File: config.mk
export PLATFORM = sky130hd
export DESIGN_NAME = interface_tx
export DESIGN_NICKNAME = d
export VERILOG_FILES = /design/src/rtl/interface_tx.sv
export SDC_FILE = /design/constraint.sdc
export NUM_CORES = 1
export LEC_CHECK = 0
export BUFFER_PORTS_ARGS = -buffer_cell sky130_fd_sc_hd__buf_2
export CAP_MARGIN = 20
export CORE_ASPECT_RATIO = 1.75
export CORE_MARGIN = 5
export CORE_UTILIZATION = 51
export DETAILED_ROUTE_END_ITERATION = 16
export MAX_ROUTING_LAYER = met4
export PLACE_DENSITY = 0.78
export SLEW_MARGIN = 30
export SYNTH_ARGS = -nofsm -noshare
export SYNTH_HDL_FRONTEND = slang
export SYNTH_SLANG_ARGS = --single-unit
File: constraint.sdc
create_clock -name i_clk -period 2.8 [get_ports i_clk]
set_clock_uncertainty 0.1 [all_clocks]
set_input_delay 0.14 -clock i_clk [delete_from_list [all_inputs] [get_ports i_clk]]
set_output_delay 0.14 -clock i_clk [all_outputs]
set_load 0.1 [all_outputs]
File: src/rtl/interface_tx.sv
// Debug report transmitter: snapshots PC and cycle count, then streams
// PC, cycles, all registers and the first N_MEM_WORDS memory words to a
// UART transmitter, one byte at a time, least-significant byte first.
//
// state | meaning
// ------+----------------------------------------------------------
// IDLE  | waiting for i_send; snapshot PC/cycles on request
// LOAD  | latch current report word into the shift register
// SEND  | pulse o_tx_start for the low byte of the shift register
// WAIT  | wait for i_tx_done; shift to next byte or finish word
// NEXT  | advance word index, or pulse o_done after the last word
module interface_tx #(
    parameter int N_BITS       = 8,
    parameter int N_BITS_REG   = 5,
    parameter int N_BITS_INSTR = 32,
    parameter int N_MEM_WORDS  = 32
) (
    input  logic                    i_clk,
    input  logic                    i_reset,
    input  logic                    i_send,
    input  logic [N_BITS_INSTR-1:0] i_pc,
    input  logic [N_BITS_INSTR-1:0] i_cycles,
    output logic [N_BITS_REG-1:0]   o_reg_addr,
    input  logic [N_BITS_INSTR-1:0] i_reg_data,
    output logic [N_BITS_INSTR-1:0] o_mem_addr,
    input  logic [N_BITS_INSTR-1:0] i_mem_data,
    output logic [N_BITS-1:0]       o_tx_data,
    output logic                    o_tx_start,
    input  logic                    i_tx_done,
    output logic                    o_busy,
    output logic                    o_done
);

    // Word layout: 0 = PC, 1 = cycles, 2..33 = registers, 34.. = memory.
    localparam int N_REGS   = 32;
    localparam int REG_BASE = 2;
    localparam int MEM_BASE = REG_BASE + N_REGS;
    localparam int N_WORDS  = MEM_BASE + N_MEM_WORDS;
    localparam int IDX_W    = $clog2(N_WORDS);
    localparam int N_BYTES  = N_BITS_INSTR / N_BITS;
    localparam int BIDX_W   = (N_BYTES > 1) ? $clog2(N_BYTES) : 1;

    typedef enum logic [2:0] {
        S_IDLE,
        S_LOAD,
        S_SEND,
        S_WAIT,
        S_NEXT
    } state_t;

    state_t                  state_q, state_d;
    logic [IDX_W-1:0]        word_idx_q, word_idx_d;
    logic [BIDX_W-1:0]       byte_idx_q, byte_idx_d;
    logic [N_BITS_INSTR-1:0] pc_snap_q, pc_snap_d;
    logic [N_BITS_INSTR-1:0] cyc_snap_q, cyc_snap_d;
    logic [N_BITS_INSTR-1:0] shift_q, shift_d;

    logic                    last_word;
    logic                    is_reg_word;
    logic                    is_mem_word;
    logic [IDX_W-1:0]        reg_off;
    logic [IDX_W-1:0]        mem_off;
    logic [N_BITS_INSTR-1:0] cur_word;

    // State and datapath registers with synchronous reset.
    always_ff @(posedge i_clk) begin
        if (i_reset) begin
            state_q    <= S_IDLE;
            word_idx_q <= '0;
            byte_idx_q <= '0;
            pc_snap_q  <= '0;
            cyc_snap_q <= '0;
            shift_q    <= '0;
        end else begin
            state_q    <= state_d;
            word_idx_q <= word_idx_d;
            byte_idx_q <= byte_idx_d;
            pc_snap_q  <= pc_snap_d;
            cyc_snap_q <= cyc_snap_d;
            shift_q    <= shift_d;
        end
    end

    // Word classification, read-address decode and current-word mux.
    // Addresses are held at 0 while idle so the report sources see a
    // quiet bus between reports.
    always_comb begin
        last_word   = (word_idx_q == IDX_W'(N_WORDS - 1));
        is_reg_word = (word_idx_q >= IDX_W'(REG_BASE)) && (word_idx_q < IDX_W'(MEM_BASE));
        is_mem_word = (word_idx_q >= IDX_W'(MEM_BASE));
        reg_off     = word_idx_q - IDX_W'(REG_BASE);
        mem_off     = word_idx_q - IDX_W'(MEM_BASE);
        o_reg_addr  = '0;
        o_mem_addr  = '0;
        if (state_q != S_IDLE) begin
            if (is_reg_word) begin
                o_reg_addr = N_BITS_REG'(reg_off);
            end
            if (is_mem_word) begin
                o_mem_addr = N_BITS_INSTR'(mem_off);
            end
        end
        if (word_idx_q == IDX_W'(0)) begin
            cur_word = pc_snap_q;
        end else if (word_idx_q == IDX_W'(1)) begin
            cur_word = cyc_snap_q;
        end else if (is_reg_word) begin
            cur_word = i_reg_data;
        end else begin
            cur_word = i_mem_data;
        end
    end

    // Next-state logic and strobes.
    always_comb begin
        state_d    = state_q;
        word_idx_d = word_idx_q;
        byte_idx_d = byte_idx_q;
        pc_snap_d  = pc_snap_q;
        cyc_snap_d = cyc_snap_q;
        shift_d    = shift_q;
        o_tx_start = 1'b0;
        o_done     = 1'b0;
        case (state_q)
            S_IDLE: begin
                if (i_send) begin
                    pc_snap_d  = i_pc;
                    cyc_snap_d = i_cycles;
                    word_idx_d = '0;
                    byte_idx_d = '0;
                    state_d    = S_LOAD;
                end
            end
            S_LOAD: begin
                shift_d    = cur_word;
                byte_idx_d = '0;
                state_d    = S_SEND;
            end
            S_SEND: begin
                o_tx_start = 1'b1;
                state_d    = S_WAIT;
            end
            S_WAIT: begin
                if (i_tx_done) begin
                    if (byte_idx_q == BIDX_W'(N_BYTES - 1)) begin
                        state_d = S_NEXT;
                    end else begin
                        shift_d    = shift_q >> N_BITS;
                        byte_idx_d = byte_idx_q + BIDX_W'(1);
                        state_d    = S_SEND;
                    end
                end
            end
            S_NEXT: begin
                if (last_word) begin
                    o_done  = 1'b1;
                    state_d = S_IDLE;
                end else begin
                    word_idx_d = word_idx_q + IDX_W'(1);
                    state_d    = S_LOAD;
                end
            end
            default: begin
                state_d = S_IDLE;
            end
        endcase
    end

    assign o_busy    = (state_q != S_IDLE);
    assign o_tx_data = shift_q[N_BITS-1:0];

endmodule

# Word-level counts from Yosys, hierarchy flattened
# Cells that the tools add are included.
[totals]
regBits = 108
latchBits = 0
ram_bits = 0
romBits = 0
output_inout_bits = 48
wordCells = 61
memories = 0
[op_classes]
add_sub_neg = 4
n_mul = 0
div = 0
n_lt_le_gt_ge = 3
eq_ne = 11
shift = 0
mux = 25
n_bitwise = 0
reduce_logical = 12
[op_table]
columns = ["op", "n"]
rows = [
  ["$mux W32", 5],
  ["$pmux W32 S2", 1],
  ["$mux W7", 4],
  ["$pmux W3 S5", 1],
  ["$pmux W7 S2", 1],
  ["$mux W5", 2],
  ["$mux W3", 3],
  ["$ne A2 B2 Y1 const B", 4],
  ["$add A7 B1 Y7 const B", 1],
  ["$eq A7 B1 Y1 const B", 1],
  ["$eq A7 B7 Y1 const B", 1],
  ["$ge A7 B2 Y1 const B", 1],
  ["$ge A7 B6 Y1 const B", 1],
  ["$logic_not A7 Y1", 1],
  ["$lt A7 B6 Y1 const B", 1],
  ["$sub A7 B6 Y7 const B", 1],
  ["$eq A3 B2 Y1 const B", 2],
  ["$mux W2", 3],
  ["$pmux W2 S3", 1],
  ["$reduce_and A3 Y1", 2],
  ["$reduce_bool A3 Y1", 2],
  ["$sub A5 B2 Y5 const B", 1],
  ["$mux W1", 4],
  ["$reduce_and A2 Y1", 2],
  ["8 further kinds", 9],
]

# Depth between registers and ports, before layout
# Gate-level depths: netlist of run 1.
[logic_depth]
ltp_word = 6
depth_mapped = 8
ltp_nobuf = 7

# Worst setup path before layout of run 1
# No wires, ideal clock.
[synth_timing]
kind = "flip-flop to output port"
startpoint = "register word_idx_q[1]"
endpoint = "output o_reg_addr[0]"
arrival_ps = 3081
required_time_ps = 2560
slack_ps = -521
stages_incl_launch_ff = 8
path_buffers = 1
cell_sequence = "dfxtp_1 -> inv_1 -> ha_1 -> or4b_4 -> a32oi_4 -> buf_6 -> nand2_1 -> nor2_1"
[synth_via]
elab_chain_len = 4
word_cells_on_any_way = 5
cone_classes = "2 x order compare; 2 x mux; 1 x reduce/logical"
[synth_lines]
columns = ["item", "line_no", "text"]
rows = [
  ["start, declared", "52", "logic [IDX_W-1:0] word_idx_q, word_idx_d;"],
  ["start signal, assigned", "76", "word_idx_q <= word_idx_d;"],
  ["$ge A7 B2 Y1 / $lt A7 B6 Y1 (equally long branches)", "89", "is_reg_word = (word_idx_q >= IDX_W'(REG_BASE)) && (word_idx_q < IDX_W'(MEM_BASE));"],
  ["$logic_and A1 B1 Y1 *", "89", ""],
  ["$mux W5 *", "96", "if (is_reg_word) begin"],
  ["$mux W5 *", "95", "if (state_q != S_IDLE) begin"],
  ["end, declared", "23", "output logic [N_BITS_REG-1:0] o_reg_addr,"],
]
# Mark *: on every way between the ends. The rest lies on a longest branch, timed or not.

# Worst setup path in the final report of run 1
[layout_timing]
startpoint = "register word_idx_q[2]"
endpoint = "output o_mem_addr[4]"
[layout_via]
elab_chain_len = 3
word_cells_on_any_way = 4
cone_classes = "1 x add/sub; 1 x order compare; 2 x mux"
[layout_lines]
columns = ["item", "line_no", "text"]
rows = [
  ["$sub A7 B6 Y7 / $ge A7 B6 Y1 (equally long branches)", "92, 90", ""],
  ["$mux W7 *", "99", "if (is_mem_word) begin"],
  ["$mux W7 *", "95", ""],
  ["end, declared", "25", "output logic [N_BITS_INSTR-1:0] o_mem_addr,"],
]
# Marks and branches as above.

==> results.toml, run 1 <==
[job]
timing.max_cap.violations = 0

[pwr]
power_report.internal_total_uw = 2630
power_frac_clock_pct = 34.4
power.share.switching_pct = 30.6
seqPwrFrac_pct = 44.7
powerDensity_mw_per_mm2 = 512
netSwitchingPower_uw = 1160
comb_pwr_share_pct = 20.9
max-vdd-ir-drop_uv = 512
leakagePower_uw = 0.00305

[synthesis]
yosysWarnings = 0
synth-seq-area-share_pct = 38.4
synthesis.area_mm2 = 0.00563
yosys_reg_bits = 108
ys_types = 48
synth.avg_cell_area_um2 = 8.05
post_synth_inst_count = 699

[critical_path]
setup.worst_path.end_class = "output pin"
critPathSlowestCell = "sky130_fd_sc_hd__or4b_4"
timing.critical_path.max_delay_family = "simple AND/OR/NAND/NOR gates"
timing.critical_path.fanout_max = 7
critPathMaxStageDelay_ns = 0.48
path_buf_inv = 3
worst_ep_required_time_ns = 2.56
crit_path_cell_chain = "inv_1 -> ha_1 -> or4b_4 -> and2_0 -> o21ai_1 -> buf_4 -> nor2_2 -> buf_2"
worst-setup-path-type = "reg -> out"
critPathArrivalTime_ns = 2.38
critPathLaunchType = "flip-flop"

[placed_design]
gp_congestion = 0.913
half_perimeter_wire_length_after_placement_um = 13200
buffer_ports.inserted = 154

[clock_network]
ctsHtreeMaxLevel = 3
tritoncts.num_buffers = 9
clk-insertion-delay-late_ns = 0.34
post-cts-setup-buffer-count = 0
cts_max_path_buffers = 2
clkSinkCount = 108
cts.clk_slew.worst_paths_ns = 0.07
clockRootBuffer = "sky130_fd_sc_hd__clkbuf_16"
cts_tree = "built"

[timing]
maxSlewViolCount = 0
ratio_of_final_minimum_period_to_clock_period_pct = 93.4
post_route_worst_hold_slack_ns = 0.0463
timing.final.setup_violations = 0
layout_min_cycle_time_ns = 2.62
grt_setup_unrepaired = "false"
tightestPinTransition_ns = 0.833
timing.max_slew.rel_slack_pct = 44.5
tns_ns = 0
fmax_mhz = 382
report.final.hold_viol_count = 0

[die]
floorplan.initialDensity_pct = 52.3
io-pin-count = 180
core_mm2 = 0.0108
die_w_um = 89.4
die-height_um = 149
die_area_mm2 = 0.0133
rows = 50

[layout]
num_antenna_cells = 0
finish.net_count = 1023
multiInputGateArea_mm2 = 0.00310
fillerInstances = 859
register_area_mm2 = 0.00216
drive_above_1_share_pct = 26.2
layout-area-overhead-vs-synth_pct = 31.3

[global_routing]
grt_first_pass_wirelength_um = 29800
grt_util_overall_pct = 29.5
grt_start_max_net_pins = 75
number_of_antenna_violations_at_the_first_check_in_global_routing = 0
grt-ovfl-total = 0
grt_pass1_vias = 6158

[worst_hold_path]
hold_path_class = "in -> reg"

[route]
via_count = 6077
routedWlPerCell_um = 18.9
routed_wirelength_um = 19300
route.detailed.vias_per_inst = 5.97
drtPass1Iterations = 6
postRouteAntennaNets = 0
dr.first_iter.drc_count = 630
drc_errors = 0

[outcome]
run_status = "complete, no violations"
-- power by group through the flow --
| stage | sequential [uW] | clock (uW) | combinational (uW) |
|---|---|---|---|
| after floorplan | 1690 | 0 | 546 |
| after global placement | 1720 | 0 | 689 |
| after detailed placement | 1720 | 0 | 703 |
| after CTS | 1690 | 1310 | 776 |
| after global routing | 1700 | 1370 | 843 |
| final | 1690 | 1300 | 791 |
-- area by class of cell --
cell class | count | area share (%)
Multi-Input combinational cell | 522 | 42.0
Clock buffer | 13 | 3.52
Clock inverter | 3 | 0.610
Timing Repair Buffer | 238 | 22.2
Inverter | 4 | 0.203
Tap cell | 130 | 2.20
Sequential cell | 108 | 29.3
-- layout by cell type, fill, tap and decap left out, drive strengths merged, types with 3 or more instances in the layout --
| cell type | Yosys | layout |
|---|---|---|
| a211o | 12 | 12 |
| dfxtp | 108 | 108 |
| clkbuf | 46 | 13 |
| nand3 | 10 | 10 |
| xnor2 | 6 | 6 |
| xor2 | 3 | 3 |
| o221ai | 3 | 3 |
| mux2i | 10 | 10 |
| inv | 4 | 4 |
| a22oi | 28 | 28 |
| dlygate4sd3 | 0 | 65 |
| or3 | 20 | 20 |
| nand2 | 163 | 163 |
| o211ai | 19 | 19 |
| o311ai | 3 | 3 |
| and2 | 3 | 3 |
| conb | 1 | 25 |
| a21oi | 82 | 82 |
| nor3 | 10 | 10 |
| a221oi | 39 | 39 |
| o21ai | 6 | 6 |
| nor2 | 45 | 45 |
| buf | 43 | 173 |
| ha | 8 | 8 |
| nand2b | 8 | 8 |
-- final timing paths --
kind | from | end | slack (ns) | cells past startpoint
setup / recovery | word_idx_q[2]$_SDFFE_PP0P_ | o_mem_addr[4] | 0.18 | 8
hold / removal | i_send | state_q[0]$_SDFFE_PP0P_ | 0.05 | 3
setup reg to reg | word_idx_q[2]$_SDFFE_PP0P_ | shift_q[16]$_SDFFE_PP0P_ | 0.21 | 9
hold reg to reg | pc_snap_q[16]$_SDFFE_PP0P_ | pc_snap_q[16]$_SDFFE_PP0P_ | 0.35 | 2
-- Yosys cell counts, drive strengths merged --
cell	count	share of area, %
nand3	10	0.89
nand2	163	11
xnor2	6	0.93
o311ai	3	0.47
or3b	1	0.16
nand4	1	0.11
or2	1	0.11
a211oi	2	0.27
nor4	1	0.11
a31oi	1	0.11
a22oi	28	3.7
o21bai	1	0.13
and2	3	0.33
nor2b	2	0.22
o221ai	3	0.47
o21ai	6	0.53
mux2i	10	1.8
ha	8	1.8
and3	1	0.11
nor2	45	3.0
dfxtp	108	38
clkbuf	46	3.1
inv	4	0.27
a32oi	1	0.49
a221oi	39	8.1
and4	1	0.16
or3	20	2.2
o41ai	1	0.16
nand2b	8	0.89
conb	1	0.067
a211o	12	1.9
buf	43	5.6
a21oi	82	7.5
or4b	2	0.42
a2bb2oi	2	0.31
nor4b	1	0.27
xor2	3	0.47
nor3	10	1.1
o211ai	19	2.5
-- worst min-delay path, cell delays in order --
cell                       delay (ns)
sky130_fd_sc_hd__buf_2           0.10
sky130_fd_sc_hd__o21bai_1        0.10
sky130_fd_sc_hd__nor2_1          0.11
-- through the flow --
step	setup slack (ns)	instances	util, %	area, um^2	power (uW)
2_1_floorplan	-0.197	723	-	5750	2240
3_3_place_gp	0.387	937	59.8	6430	2410
3_5_place_dp	0.239	937	59.8	6430	2430
4_1_cts	0.136	1018	68.7	7390	3770
5_1_grt	0.0454	1018	68.7	7390	3910
6_report	0.184	1018	68.7	7390	3790
-- timing repair --
action,CTS,global route
setup endpoints to repair,0,4
hold buffers,65,0
resized for setup,0,1
endpoints found under the hold margin,65,0
-- flip-flops by register name, indices dropped and copies added (netlist names) --
signal      count
pc_snap_q      32
shift_q        32
word_idx_q      7
byte_idx_q      2
cyc_snap_q     32
state_q         3
-- logic make-up (layout without fill, tap and decap cells) --
family                   Yosys count  in the layout  share of synthesized area [%]
adder cells (fa/ha/maj)            8              8                           1.78
multiplexers                      10             10                           1.78
other                              1             25                         0.0666
flip-flops                       108            108                           38.4
buffers and inverters             93            258                           8.96
AO/OA/AOI/OAI                    200            200                           26.6
AND/OR/NAND/NOR                  270            270                           20.9
XOR/XNOR                           9              9                           1.40
-- layer usage --
layer | track usage (%) | routed length [um] | vias to the layer above
met1 | 31.0 | 6700 | 2773
li1 | - | - | 2802
met3 | 3.92 | 1310 | 126
met2 | 48.0 | 9540 | 376
met4 | 23.2 | 1700 | 0
met5 | - | 0 | -
No activity file was read; power rests on OpenSTA's default activity.
==> inputs of run 2 (changes only) <==
==> config.mk (replaced) <==
export PLATFORM = sky130hd
export DESIGN_NAME = interface_tx
export DESIGN_NICKNAME = d
export VERILOG_FILES = /design/src/rtl/interface_tx.sv
export SDC_FILE = /design/constraint.sdc
export NUM_CORES = 1
export LEC_CHECK = 0
export CAP_MARGIN = 20
export CORE_ASPECT_RATIO = 1.75
export CORE_MARGIN = 5
export CORE_UTILIZATION = 50
export DETAILED_ROUTE_END_ITERATION = 16
export DONT_BUFFER_PORTS = 1
export MAX_ROUTING_LAYER = met4
export PLACE_DENSITY = 0.63
export SLEW_MARGIN = 30
export SYNTH_ARGS = -nofsm -noshare
export SYNTH_HDL_FRONTEND = slang
export SYNTH_SLANG_ARGS = --single-unit
==> run 2 against run 1 <==
Compared with the run above:
- the run now ends with hold timing left
- critical path depth is 1 lower
- global-route usage is 2.0 points lower
- largest power group unchanged
- sequential share of layout area is 1.5 points higher
- total power is 3.1% lower
- design area is 4.8% lower
- die area is 1.8% higher
- count of clock-buffer cells in the layout is 1 lower
- worst setup slack worse by 0.0093 ns
- via count is 12% lower
==> results.toml, run 2 (same netlist as run 1, synthesis figures left out) <==
[outcome]
run_status = "complete, but fails checks"
failed_checks = "hold timing"

[critical_path]
worst-r2r-setup-slack_ns = 0.17
regToRegStartpoint = "word_idx_q[2]$_SDFFE_PP0P_"
crit_path_cell_chain = "inv_1 -> ha_1 -> or4b_4 -> a32oi_4 -> nor2_2 -> a22oi_1 -> a221oi_2"
timing.critical_path.fanout_max = 20
worst-setup-path-type = "reg -> reg"
critPathSlowestCell = "sky130_fd_sc_hd__nor2_2"
critPathArrivalTime_ns = 2.79
path_buf_inv = 1
reg2regPathDepth = 7
timing.critical_path.max_delay_family = "simple AND/OR/NAND/NOR gates"
setup.worst_path.end_class = "flip-flop"
critPathMaxStageDelay_ns = 0.80
critical_path.reg2reg.endpoint = "shift_q[6]$_SDFFE_PP0P_"
critPathLaunchType = "flip-flop"
worst_ep_required_time_ns = 2.97

[clock_network]
cts_tree = "built"
ctsHtreeMaxLevel = 3
clockRootBuffer = "sky130_fd_sc_hd__clkbuf_16"
clk-insertion-delay-late_ns = 0.35
tritoncts.num_buffers = 9
post-cts-setup-buffer-count = 0
clkSinkCount = 108
cts.clk_slew.worst_paths_ns = 0.07
cts_max_path_buffers = 2

[timing]
ratio_of_final_minimum_period_to_clock_period_pct = 93.8
tns_ns = 0
timing.final.setup_violations = 0
fmax_mhz = 381
report.final.hold_viol_count = 1
timing.max_slew.rel_slack_pct = 33.6
grt_setup_unrepaired = "false"
maxSlewViolCount = 0
layout_min_cycle_time_ns = 2.63
tightestPinTransition_ns = 0.995
post_route_worst_hold_slack_ns = -0.00292

[worst_hold_path]
min_delay_worst_endpoint = "shift_q[1]$_SDFFE_PP0P_"
hold_path_class = "in -> reg"
hold_path_startpoint = "i_reg_data[1]"
hold-path-cell-count = 2

[die]
rows = 51
core_mm2 = 0.0111
floorplan.initialDensity_pct = 50.7
die-height_um = 150
die_w_um = 90.2
io-pin-count = 180
die_area_mm2 = 0.0136

[global_routing]
grt-ovfl-total = 0
grt_first_pass_wirelength_um = 28500
grt_start_max_net_pins = 104
grt_util_overall_pct = 27.5
number_of_antenna_violations_at_the_first_check_in_global_routing = 1
grt_pass1_vias = 5403

[route]
routedWlPerCell_um = 20.5
postRouteAntennaNets = 0
drtPass1Iterations = 5
routed_wirelength_um = 18500
dr.first_iter.drc_count = 378
drc_errors = 0
route.detailed.vias_per_inst = 5.95
via_count = 5376

[layout]
largest_registers = "cyc_snap_q (32), pc_snap_q (32), shift_q (32)"
layout.cells.non_filler = 903
post-route-util_pct = 63.4
finish.net_count = 906
fillerInstances = 973
post-route-cell-area_mm2 = 0.00703
drive_above_1_share_pct = 14.1
final_common_cell = "sky130_fd_sc_hd__nand2_1"
layout-area-overhead-vs-synth_pct = 25.0
num_antenna_cells = 0
layout.cells.most_common_list = "162 x sky130_fd_sc_hd__nand2_1, 108 x sky130_fd_sc_hd__dfxtp_1, 78 x sky130_fd_sc_hd__a21oi_1, 76 x sky130_fd_sc_hd__dlygate4sd3_1, 31 x sky130_fd_sc_hd__buf_4"

[pwr]
leakagePower_uw = 0.00263
powerDensity_mw_per_mm2 = 522
max-vdd-ir-drop_uv = 390

[placed_design]
dpl_cells = 810
half_perimeter_wire_length_after_placement_um = 13500
buffer_ports.inserted = 0
gp_congestion = 0.900
post_place_cell_area_mm2 = 0.00595

[job]
timing.max_cap.violations = 0
## run 2: cell types whose count changed in the layout (fill, tap and decap cells not counted), moves of 2 or more
cell                            delta
sky130_fd_sc_hd__buf_4            +11
sky130_fd_sc_hd__buf_12            +7
sky130_fd_sc_hd__buf_16            +2
sky130_fd_sc_hd__clkinv_4          +3
sky130_fd_sc_hd__buf_2           -148
sky130_fd_sc_hd__nor2_2            +2
sky130_fd_sc_hd__dlygate4sd3_1    +11
sky130_fd_sc_hd__nor2_1            -2
## run 2: repair_timing
item,CTS,global route
hold buffers,77,0
resized for setup,0,1
endpoints found under the hold margin,103,0
setup endpoints to repair,0,4
## run 2: metrics by stage
stage	power (uW)	setup slack, ns	hold slack [ns]
6_report	3670	0.175	-0.00292
2_1_floorplan	2240	-0.197	0.176
5_1_grt	3790	0.0436	0.00829
3_5_place_dp	2340	0.229	0.123
3_3_place_gp	2330	0.408	0.121
4_1_cts	3680	0.0779	0.00119
## run 2: per-layer routing
layer	routed length, um	track usage [%]	share of wire (%)	vias to the layer above
li1	-	-	-	2558
met1	6380	27.5	34	2543
met2	10000	50.0	54	210
met3	971	3.90	5.2	65
met4	1110	17.0	6.0	0
met5	0	-	0	-
## run 2: where the power goes
group          switching [uW]  total (uW)  internal [uW]  leakage [uW]
Combinational             499         724            225       0.00161
Sequential               76.4        1700           1620      0.000880
Clock                     585        1240            658      0.000139
Total                    1160        3670           2510       0.00263
## run 2: how the worst max path moves through the flow
stage	from	to	slack, ns	depth (start not counted)
finish	word_idx_q[2]$_SDFFE_PP0P_	shift_q[6]$_SDFFE_PP0P_	0.17	7
global route	word_idx_q[2]$_SDFFE_PP0P_	shift_q[16]$_SDFFE_PP0P_	0.04	7
CTS	word_idx_q[2]$_SDFFE_PP0P_	o_reg_addr[0]	0.08	7
detailed placement	word_idx_q[2]$_SDFFE_PP0P_	shift_q[10]$_SDFFE_PP0P_	0.23	7
global placement	word_idx_q[2]$_SDFFE_PP0P_	shift_q[14]$_SDFFE_PP0P_	0.41	7
floorplan	state_q[1]$_SDFFE_PP0P_	o_mem_addr[3]	-0.20	4
## run 2: cell type report
| class | count | area [um^2] | area share [%] |
|---|---|---|---|
| sequential | 108 | 2160 | 30.7 |
| clock buffer | 12 | 256 | 3.65 |
| timing repair buffer | 121 | 1290 | 18.3 |
| inverter | 4 | 15.0 | 0.213 |
| tap | 132 | 165 | 2.35 |
| multi-input combinational | 522 | 3110 | 44.3 |
| clock inverter | 4 | 33.8 | 0.480 |
